## src/rtl/thermal_tx_modulator_if.sv

```systemverilog
// Payload handshake bundle for thermal_tx_modulator.
//   s_valid : payload offered by the producer
//   s_ready : transmitter can accept a payload this cycle
//   s_data  : payload word, transmitted MSB first
// master = producer side, slave = transmitter side.
interface thermal_tx_modulator_if #(
  parameter int unsigned PAYLOAD_W = 16
);
  logic                 s_valid;
  logic                 s_ready;
  logic [PAYLOAD_W-1:0] s_data;

  modport master (output s_valid, output s_data, input s_ready);
  modport slave  (input s_valid, input s_data, output s_ready);
endinterface

```

## src/rtl/thermal_tx_modulator.sv

```systemverilog
// Thermal covert-channel transmitter. Frames each accepted payload word as
// {PREAMBLE, payload}, sends it MSB first as OOK or Manchester chips, then
// appends GUARD_CHIPS heater-off chips. Each chip keys the masked heater banks,
// which are toggling flop registers that dissipate power while active.
// Ports:
//   clk, reset     : clock, asynchronous active-high reset
//   enable         : run/pause; low freezes the frame and turns heaters off
//   mode           : 0 = OOK, 1 = Manchester (sampled at accept)
//   bit_period     : clock cycles per chip, 0 acts as 1 (sampled at accept)
//   bank_mask      : banks that carry the frame (sampled at accept)
//   s              : payload handshake (s_valid/s_ready/s_data)
//   heat_on        : registered per-bank heater-active flags
//   heater_tap     : MSB of each heater bank, keeps the banks alive in synthesis
//   busy, done     : frame in progress / one-cycle completion pulse
//   frames_sent    : completed-frame count, wraps
//   led            : {frames_sent[0], latched mode, current chip, busy}
module thermal_tx_modulator #(
  parameter int unsigned      HEATER_W    = 75,
  parameter int unsigned      BANKS       = 4,
  parameter int unsigned      PAYLOAD_W   = 16,
  parameter int unsigned      PERIOD_W    = 24,
  parameter int unsigned      PRE_W       = 8,
  parameter logic [PRE_W-1:0] PREAMBLE    = 8'hA5,
  parameter int unsigned      GUARD_CHIPS = 4
) (
  input  logic                  clk,
  input  logic                  reset,
  input  logic                  enable,
  input  logic                  mode,
  input  logic [PERIOD_W-1:0]   bit_period,
  input  logic [BANKS-1:0]      bank_mask,
  thermal_tx_modulator_if.slave s,
  output logic [BANKS-1:0]      heat_on,
  output logic [BANKS-1:0]      heater_tap,
  output logic                  busy,
  output logic                  done,
  output logic [15:0]           frames_sent,
  output logic [3:0]            led
);

  localparam int unsigned FRAME_W = PRE_W + PAYLOAD_W;
  localparam int unsigned MAX_A   = (PRE_W > PAYLOAD_W) ? PRE_W : PAYLOAD_W;
  localparam int unsigned MAX_CNT = (MAX_A > GUARD_CHIPS) ? MAX_A : GUARD_CHIPS;
  localparam int unsigned IDX_W   = $clog2(MAX_CNT + 1);

  localparam logic [IDX_W-1:0] PRE_LAST   = IDX_W'(PRE_W - 1);
  localparam logic [IDX_W-1:0] PAY_LAST   = IDX_W'(PAYLOAD_W - 1);
  localparam logic [IDX_W-1:0] GUARD_LAST = IDX_W'(GUARD_CHIPS - 1);

  typedef enum logic [1:0] {StIdle, StPre, StData, StGuard} state_e;

  state_e                state_q, state_d;
  logic [PERIOD_W-1:0]   cnt_q, cnt_d;
  logic [PERIOD_W-1:0]   period_q, period_d;
  logic [FRAME_W-1:0]    sh_q, sh_d;
  logic                  half_q, half_d;
  logic [IDX_W-1:0]      idx_q, idx_d;
  logic                  mode_q, mode_d;
  logic [BANKS-1:0]      mask_q, mask_d;
  logic [BANKS-1:0]      heat_on_q, heat_on_d;
  logic                  done_q, done_d;
  logic [15:0]           frames_q, frames_d;
  logic                  alive_q;

  logic                  s_ready_int;
  logic                  accept;
  logic                  chip_end;
  logic                  chip_q;
  logic                  chip_d;

  // alive_q keeps s_ready low until the first edge after reset release.
  assign s_ready_int = enable && alive_q && (state_q == StIdle);
  assign s.s_ready   = s_ready_int;
  assign accept      = s.s_valid && s_ready_int;
  assign chip_end    = (cnt_q == (period_q - 1'b1));

  // Manchester second half-bit sends the inverted bit.
  assign chip_q = ((state_q == StPre) || (state_q == StData)) &&
                  (sh_q[FRAME_W-1] ^ (mode_q && half_q));
  assign chip_d = ((state_d == StPre) || (state_d == StData)) &&
                  (sh_d[FRAME_W-1] ^ (mode_d && half_d));

  always_comb begin
    state_d  = state_q;
    cnt_d    = cnt_q;
    period_d = period_q;
    sh_d     = sh_q;
    half_d   = half_q;
    idx_d    = idx_q;
    mode_d   = mode_q;
    mask_d   = mask_q;
    done_d   = 1'b0;
    frames_d = frames_q;
    if (enable) begin
      unique case (state_q)
        StIdle: begin
          if (accept) begin
            state_d  = StPre;
            cnt_d    = '0;
            period_d = (bit_period == '0) ? PERIOD_W'(1) : bit_period;
            sh_d     = {PREAMBLE, s.s_data};
            half_d   = 1'b0;
            idx_d    = '0;
            mode_d   = mode;
            mask_d   = bank_mask;
          end
        end
        StPre, StData: begin
          if (!chip_end) begin
            cnt_d = cnt_q + 1'b1;
          end else begin
            cnt_d = '0;
            if (mode_q && !half_q) begin
              half_d = 1'b1;
            end else begin
              half_d = 1'b0;
              sh_d   = {sh_q[FRAME_W-2:0], 1'b0};
              if ((state_q == StPre) && (idx_q == PRE_LAST)) begin
                state_d = StData;
                idx_d   = '0;
              end else if ((state_q == StData) && (idx_q == PAY_LAST)) begin
                state_d = StGuard;
                idx_d   = '0;
              end else begin
                idx_d = idx_q + 1'b1;
              end
            end
          end
        end
        StGuard: begin
          if (!chip_end) begin
            cnt_d = cnt_q + 1'b1;
          end else begin
            cnt_d = '0;
            if (idx_q == GUARD_LAST) begin
              state_d  = StIdle;
              idx_d    = '0;
              done_d   = 1'b1;
              frames_d = frames_q + 16'd1;
            end else begin
              idx_d = idx_q + 1'b1;
            end
          end
        end
        default: state_d = StIdle;
      endcase
    end
  end

  // Heater flags track the chip that the next cycle will carry; paused cycles force off.
  always_comb begin
    heat_on_d = '0;
    if (enable && chip_d) begin
      heat_on_d = mask_d;
    end
  end

  always_ff @(posedge clk or posedge reset) begin
    if (reset) begin
      state_q   <= StIdle;
      cnt_q     <= '0;
      period_q  <= '0;
      sh_q      <= '0;
      half_q    <= 1'b0;
      idx_q     <= '0;
      mode_q    <= 1'b0;
      mask_q    <= '0;
      heat_on_q <= '0;
      done_q    <= 1'b0;
      frames_q  <= '0;
      alive_q   <= 1'b0;
    end else begin
      state_q   <= state_d;
      cnt_q     <= cnt_d;
      period_q  <= period_d;
      sh_q      <= sh_d;
      half_q    <= half_d;
      idx_q     <= idx_d;
      mode_q    <= mode_d;
      mask_q    <= mask_d;
      heat_on_q <= heat_on_d;
      done_q    <= done_d;
      frames_q  <= frames_d;
      alive_q   <= 1'b1;
    end
  end

  logic [HEATER_W-1:0] bank_q [BANKS];

  always_ff @(posedge clk or posedge reset) begin
    if (reset) begin
      for (int b = 0; b < BANKS; b++) begin
        bank_q[b] <= '0;
      end
    end else if (enable) begin
      for (int b = 0; b < BANKS; b++) begin
        if (heat_on_q[b]) begin
          bank_q[b] <= ~bank_q[b];
        end
      end
    end
  end

  always_comb begin
    heater_tap = '0;
    for (int b = 0; b < BANKS; b++) begin
      heater_tap[b] = bank_q[b][HEATER_W-1];
    end
  end

  assign heat_on     = heat_on_q;
  assign busy        = (state_q != StIdle);
  assign done        = done_q;
  assign frames_sent = frames_q;
  assign led         = {frames_q[0], mode_q, chip_q, busy};

endmodule

```

## src/flat_wrapper.sv

```systemverilog
// flat-port wrapper written by rule: the top's interface ports become plain ports
module thermal_tx_modulator_flat 
#(
  parameter int unsigned      HEATER_W    = 75,
  parameter int unsigned      BANKS       = 4,
  parameter int unsigned      PAYLOAD_W   = 16,
  parameter int unsigned      PERIOD_W    = 24,
  parameter int unsigned      PRE_W       = 8,
  parameter logic [PRE_W-1:0] PREAMBLE    = 8'hA5,
  parameter int unsigned      GUARD_CHIPS = 4
)
  (clk, reset, enable, mode, bit_period, bank_mask, heat_on, heater_tap, busy, done, frames_sent, led, s_s_valid, s_s_data, s_s_ready);
  thermal_tx_modulator_if #(.PAYLOAD_W(PAYLOAD_W)) s_i ();
  input  logic clk;
  input  logic reset;
  input  logic enable;
  input  logic mode;
  input  logic [PERIOD_W-1:0] bit_period;
  input  logic [BANKS-1:0] bank_mask;
  output logic [BANKS-1:0] heat_on;
  output logic [BANKS-1:0] heater_tap;
  output logic busy;
  output logic done;
  output logic [15:0] frames_sent;
  output logic [3:0] led;
  input wire logic [$bits(s_i.s_valid)-1:0] s_s_valid;
  input wire logic [$bits(s_i.s_data)-1:0] s_s_data;
  output wire logic [$bits(s_i.s_ready)-1:0] s_s_ready;
  assign s_i.s_valid = s_s_valid;
  assign s_i.s_data = s_s_data;
  assign s_s_ready = s_i.s_ready;
  thermal_tx_modulator #(.HEATER_W(HEATER_W), .BANKS(BANKS), .PAYLOAD_W(PAYLOAD_W), .PERIOD_W(PERIOD_W), .PRE_W(PRE_W), .PREAMBLE(PREAMBLE), .GUARD_CHIPS(GUARD_CHIPS)) u_core (.clk(clk), .reset(reset), .enable(enable), .mode(mode), .bit_period(bit_period), .bank_mask(bank_mask), .s(s_i), .heat_on(heat_on), .heater_tap(heater_tap), .busy(busy), .done(done), .frames_sent(frames_sent), .led(led));
endmodule
```

## config.mk

```make
export PLATFORM = sky130hd
export DESIGN_NAME = thermal_tx_modulator_flat
export DESIGN_NICKNAME = d
export VERILOG_FILES = /design/src/rtl/thermal_tx_modulator_if.sv /design/src/rtl/thermal_tx_modulator.sv /design/src/flat_wrapper.sv
export SDC_FILE = /design/constraint.sdc
export NUM_CORES = 1
export LEC_CHECK = 0
export CAP_MARGIN = 15
export CORE_ASPECT_RATIO = 2
export CORE_UTILIZATION = 60
export CTS_CLUSTER_DIAMETER = 200
export DETAILED_ROUTE_END_ITERATION = 8
export PLACE_DENSITY = 0.93
export SYNTH_ARGS = -nofsm -noshare
export SYNTH_HDL_FRONTEND = slang
export SYNTH_SLANG_ARGS = --single-unit
```

## constraint.sdc

```tcl
create_clock -name clk -period 7.8 [get_ports clk]
set_input_delay 0.78 -clock clk [delete_from_list [all_inputs] [get_ports clk]]
set_output_delay 0.78 -clock clk [all_outputs]
set_load 0.02 [all_outputs]
```

==> impl_metrics.env <==
export IMPL_antenna_found_initial=1
export IMPL_fin_util_pct=72.31
export IMPL_hpwl_mm=11.61
export IMPL_clock_skew_ns=0.009737
export IMPL_hold_viol=0
export IMPL_coreArea_mm2=0.01048
export IMPL_cp_arrival_ns=4.74
export IMPL_critical_path_buf_inv_count=1
export IMPL_cts_max_level=3
export IMPL_crit_chain="inv_1 > ha_1 > nor4b_1 > and3_1 > nand4_1 > a211oi_1 > nor2_1 > or4_1 > nor2_1 > nand4_1 > o21ai_0"
export IMPL_hp_class="flip-flop to flip-flop"
export IMPL_worst_pin_slew_ns=0.9348
export IMPL_fin_crit_sh_pct=57.78
export IMPL_grt_pass1_wl_mm=26.11
export IMPL_fmax_mhz=221.9
export IMPL_crit_path_end_kind="flip-flop"
export IMPL_ir_worst_vdd_uv=215.8
export IMPL_synth_async_reset_ratio_pct=100.0
export IMPL_routabilityCongestion=0.9110
export IMPL_synth_seq_cells=111
export IMPL_ys_types=66
export IMPL_cts_sinks=111
export IMPL_slowest_stage="or4_1"
export IMPL_syn_avg_cell_area_um2=9.502
export IMPL_layout_drive_gt1_share_pct=10.26
export IMPL_chipHeight_um=148.3
export IMPL_multi_input_area_mm2=0.003312
export IMPL_dr_pass1_iters=7
export IMPL_dp_cells=859
export IMPL_power_density_mw_per_mm2=308.7
export IMPL_final_antenna_net_count=0
export IMPL_route_vias_total=5555
export IMPL_synth_area_mm2=0.006424
export IMPL_drt_total_wl_mm=16.22
export IMPL_cts_max_path_buffers=2
export IMPL_globalRouteOverflowTotal=0
export IMPL_slew_headroom_pct=37.68
export IMPL_cts_setup_buffers=0
export IMPL_cts_tree="yes"
export IMPL_fin_crit_ns=4.507
export IMPL_drc=0
export IMPL_yosys_most_used_dff="dfrtp_1"
export IMPL_tns_ns=0
export IMPL_grt_max_degree=90
export IMPL_track_usage_pct=30.84
export IMPL_p_leak_nw=3.124
export IMPL_rsz0062_at_grt="no"
export IMPL_rrSetupSlack_ns=3.29
export IMPL_setup_viol=0
export IMPL_startpoint_type="flip-flop"
export IMPL_cts_clk_slew_worst_paths_ns=0.08
export IMPL_drt_iter0_drc=459
export IMPL_yosysSeqAreaShare_pct=43.24
export IMPL_critical_path_class="flip-flop to flip-flop"
export IMPL_cp_slowest_stage_delay_ns=0.75
export IMPL_root_buffer="clkbuf_16"
export IMPL_place_port_buffers=79
export IMPL_wire_per_inst_um=18.45
export IMPL_path_delay_family="simple AND/OR/NAND/NOR gates"
export IMPL_status="finished clean"
export IMPL_hold_buffers=0
export IMPL_grt_pass1_vias=5614
export IMPL_crit_required_ns=8.03
export IMPL_syn_nets=735
export IMPL_seq_area_mm2=0.002778
export IMPL_dieArea_mm2=0.01115
export IMPL_synth_edf_count=0
export IMPL_initial_core_util_pct=61.31
export IMPL_fill_cells=770
export IMPL_timing_hold_ws_ns=0.4685
export IMPL_cts_resized=0
export IMPL_cts_buffers=9
export IMPL_viasPerCell=6.320
export IMPL_drv_slew=0
export IMPL_drv_cap=0
export IMPL_area_delta_synth_final_pct=17.94
export IMPL_rows=53
export IMPL_instances_no_fill=879
export IMPL_worstPathMaxFanout=22
export IMPL_die_w_um=75.17
export IMPL_ioPinCount=80
export IMPL_fin_nets=795
export IMPL_clk_latency_ns=0.36
export IMPL_syn_inst=676
export IMPL_yosys_warnings=0
[per-layer routing]
metal / global-route usage (%) / vias to the layer above / wire length [µm]
li1: - / 2532 / -
met1: 31.75 / 2739 / 5811
met2: 55.72 / 216 / 9007
met3: 5.759 / 68 / 711
met4: 17.78 / 0 / 687
met5: 0 / - / 0
[area by class of cell]
type	instances	share of cell area (%)
clock buffer	11	3.204
multi-input combinational	486	43.72
timing repair buffer	85	11.40
sequential	111	36.66
inverter	43	2.163
tap	137	2.263
clock inverter	5	0.5615
antenna	1	0.03303
[flip-flops by register name (all words and copies together) (netlist names)]
signal,flops
u_core.mask_q,4
u_core.mode_q,1
u_core.half_q,1
u_core.state_q,2
u_core.sh_q,24
u_core.heater_tap,4
u_core.idx_q,5
u_core.frames_sent,16
u_core.alive_q,1
u_core.done,1
u_core.cnt_q,24
u_core.heat_on,4
u_core.period_q,24
[synthesized netlist by cell type (4+ instances only)]
cell type  number  area share (%)
nand2_1        76             4.4
o211ai_1        6            0.70
dfrtp_1       111              43
a211oi_1        6            0.70
ha_1           10             1.9
clkbuf_1       22             1.3
mux2i_1        10             1.6
o22ai_1         4            0.39
and4_1          6            0.82
o21ai_1         4            0.31
o41ai_1         5            0.68
nor4_1         13             1.3
or2_2           4            0.39
nor2b_1         4            0.39
nand3_1        19             1.5
nor3_1         11            0.86
nor4b_1         4            0.55
inv_1          43             2.5
o21ai_0        53             4.1
nor2_1         30             1.8
xnor2_1        35             4.8
xor2_1         26             3.5
a21oi_1        14             1.1
nand2b_1        8            0.78
nand4_1        17             1.7
or4_1           7            0.82
mux2_2         40             7.0
o31ai_1        16             1.9
and3_1         13             1.3
buf_4           8            0.93
[cell usage in the layout, fill, tap and decap left out, drive strengths merged, types with 8 or more instances in the layout]
| cell type | netlist | layout |
|---|---|---|
| mux2i | 10 | 10 |
| nor2 | 30 | 30 |
| clkbuf | 22 | 11 |
| o31ai | 16 | 16 |
| nand4 | 17 | 17 |
| a21oi | 14 | 14 |
| xnor2 | 35 | 35 |
| and3 | 13 | 13 |
| nand2 | 76 | 76 |
| nand2b | 8 | 8 |
| xor2 | 26 | 26 |
| nor4 | 14 | 14 |
| dfrtp | 111 | 111 |
| nand3 | 19 | 19 |
| mux2 | 40 | 40 |
| o21ai | 57 | 57 |
| or4 | 8 | 8 |
| nor3 | 12 | 12 |
| clkdlybuf4s50 | 0 | 79 |
| inv | 43 | 44 |
| ha | 10 | 10 |
[metrics by stage]
step	setup slack (ns)	area (µm²)	power, W
after floorplan	4.089	6424	0.001602
after global placement	3.368	7238	0.001811
after detailed placement	3.169	7238	0.001862
after CTS	3.086	7523	0.002316
after global routing	2.722	7574	0.002474
final	3.293	7576	0.002339
[cells by family after synthesis]
| logic type | after synthesis | synth area share (%) |
|---|---|---|
| compound gates | 134 | 13.62 |
| xor+xnor | 61 | 8.317 |
| fa+ha+maj | 10 | 1.948 |
| buf+inv | 79 | 5.259 |
| flops | 111 | 43.24 |
| mux | 50 | 8.570 |
| other cells | 1 | 0.05838 |
| simple gates | 230 | 18.99 |
[where the power goes]
group / total, W / switching [W] / internal, W
combinational: 0.000967 / 0.000542 / 0.000425
clock: 0.000445 / 0.000217 / 0.000229
sequential: 0.000926 / 0.000184 / 0.000742
[worst paths after layout]
| check | startpoint | endpoint | cells past startpoint |
|---|---|---|---|
| worst max-delay path | u_core.period_q[0] | u_core.sh_q[6] | 11 |
| worst min-delay path | u_core.heater_tap[0] | u_core.heater_tap[0] | 1 |
| worst max register to register | u_core.period_q[0] | u_core.sh_q[6] | 11 |
| worst min register to register | u_core.heater_tap[0] | u_core.heater_tap[0] | 1 |
| max in group asynchronous | reset | u_core.sh_q[21] | 4 |
| min in group asynchronous | reset | u_core.frames_sent[2] | 2 |
[worst reg2reg max path: stages (launching register included)]
cell and delay [ns]:
dfrtp_1 0.46, inv_1 0.11, ha_1 0.21, nor4b_1 0.40
and3_1 0.44, nand4_1 0.14, a211oi_1 0.41, nor2_1 0.15
or4_1 0.75, nor2_1 0.21, nand4_1 0.64, o21ai_0 0.47
No activity file was read; power rests on OpenSTA's default activity.
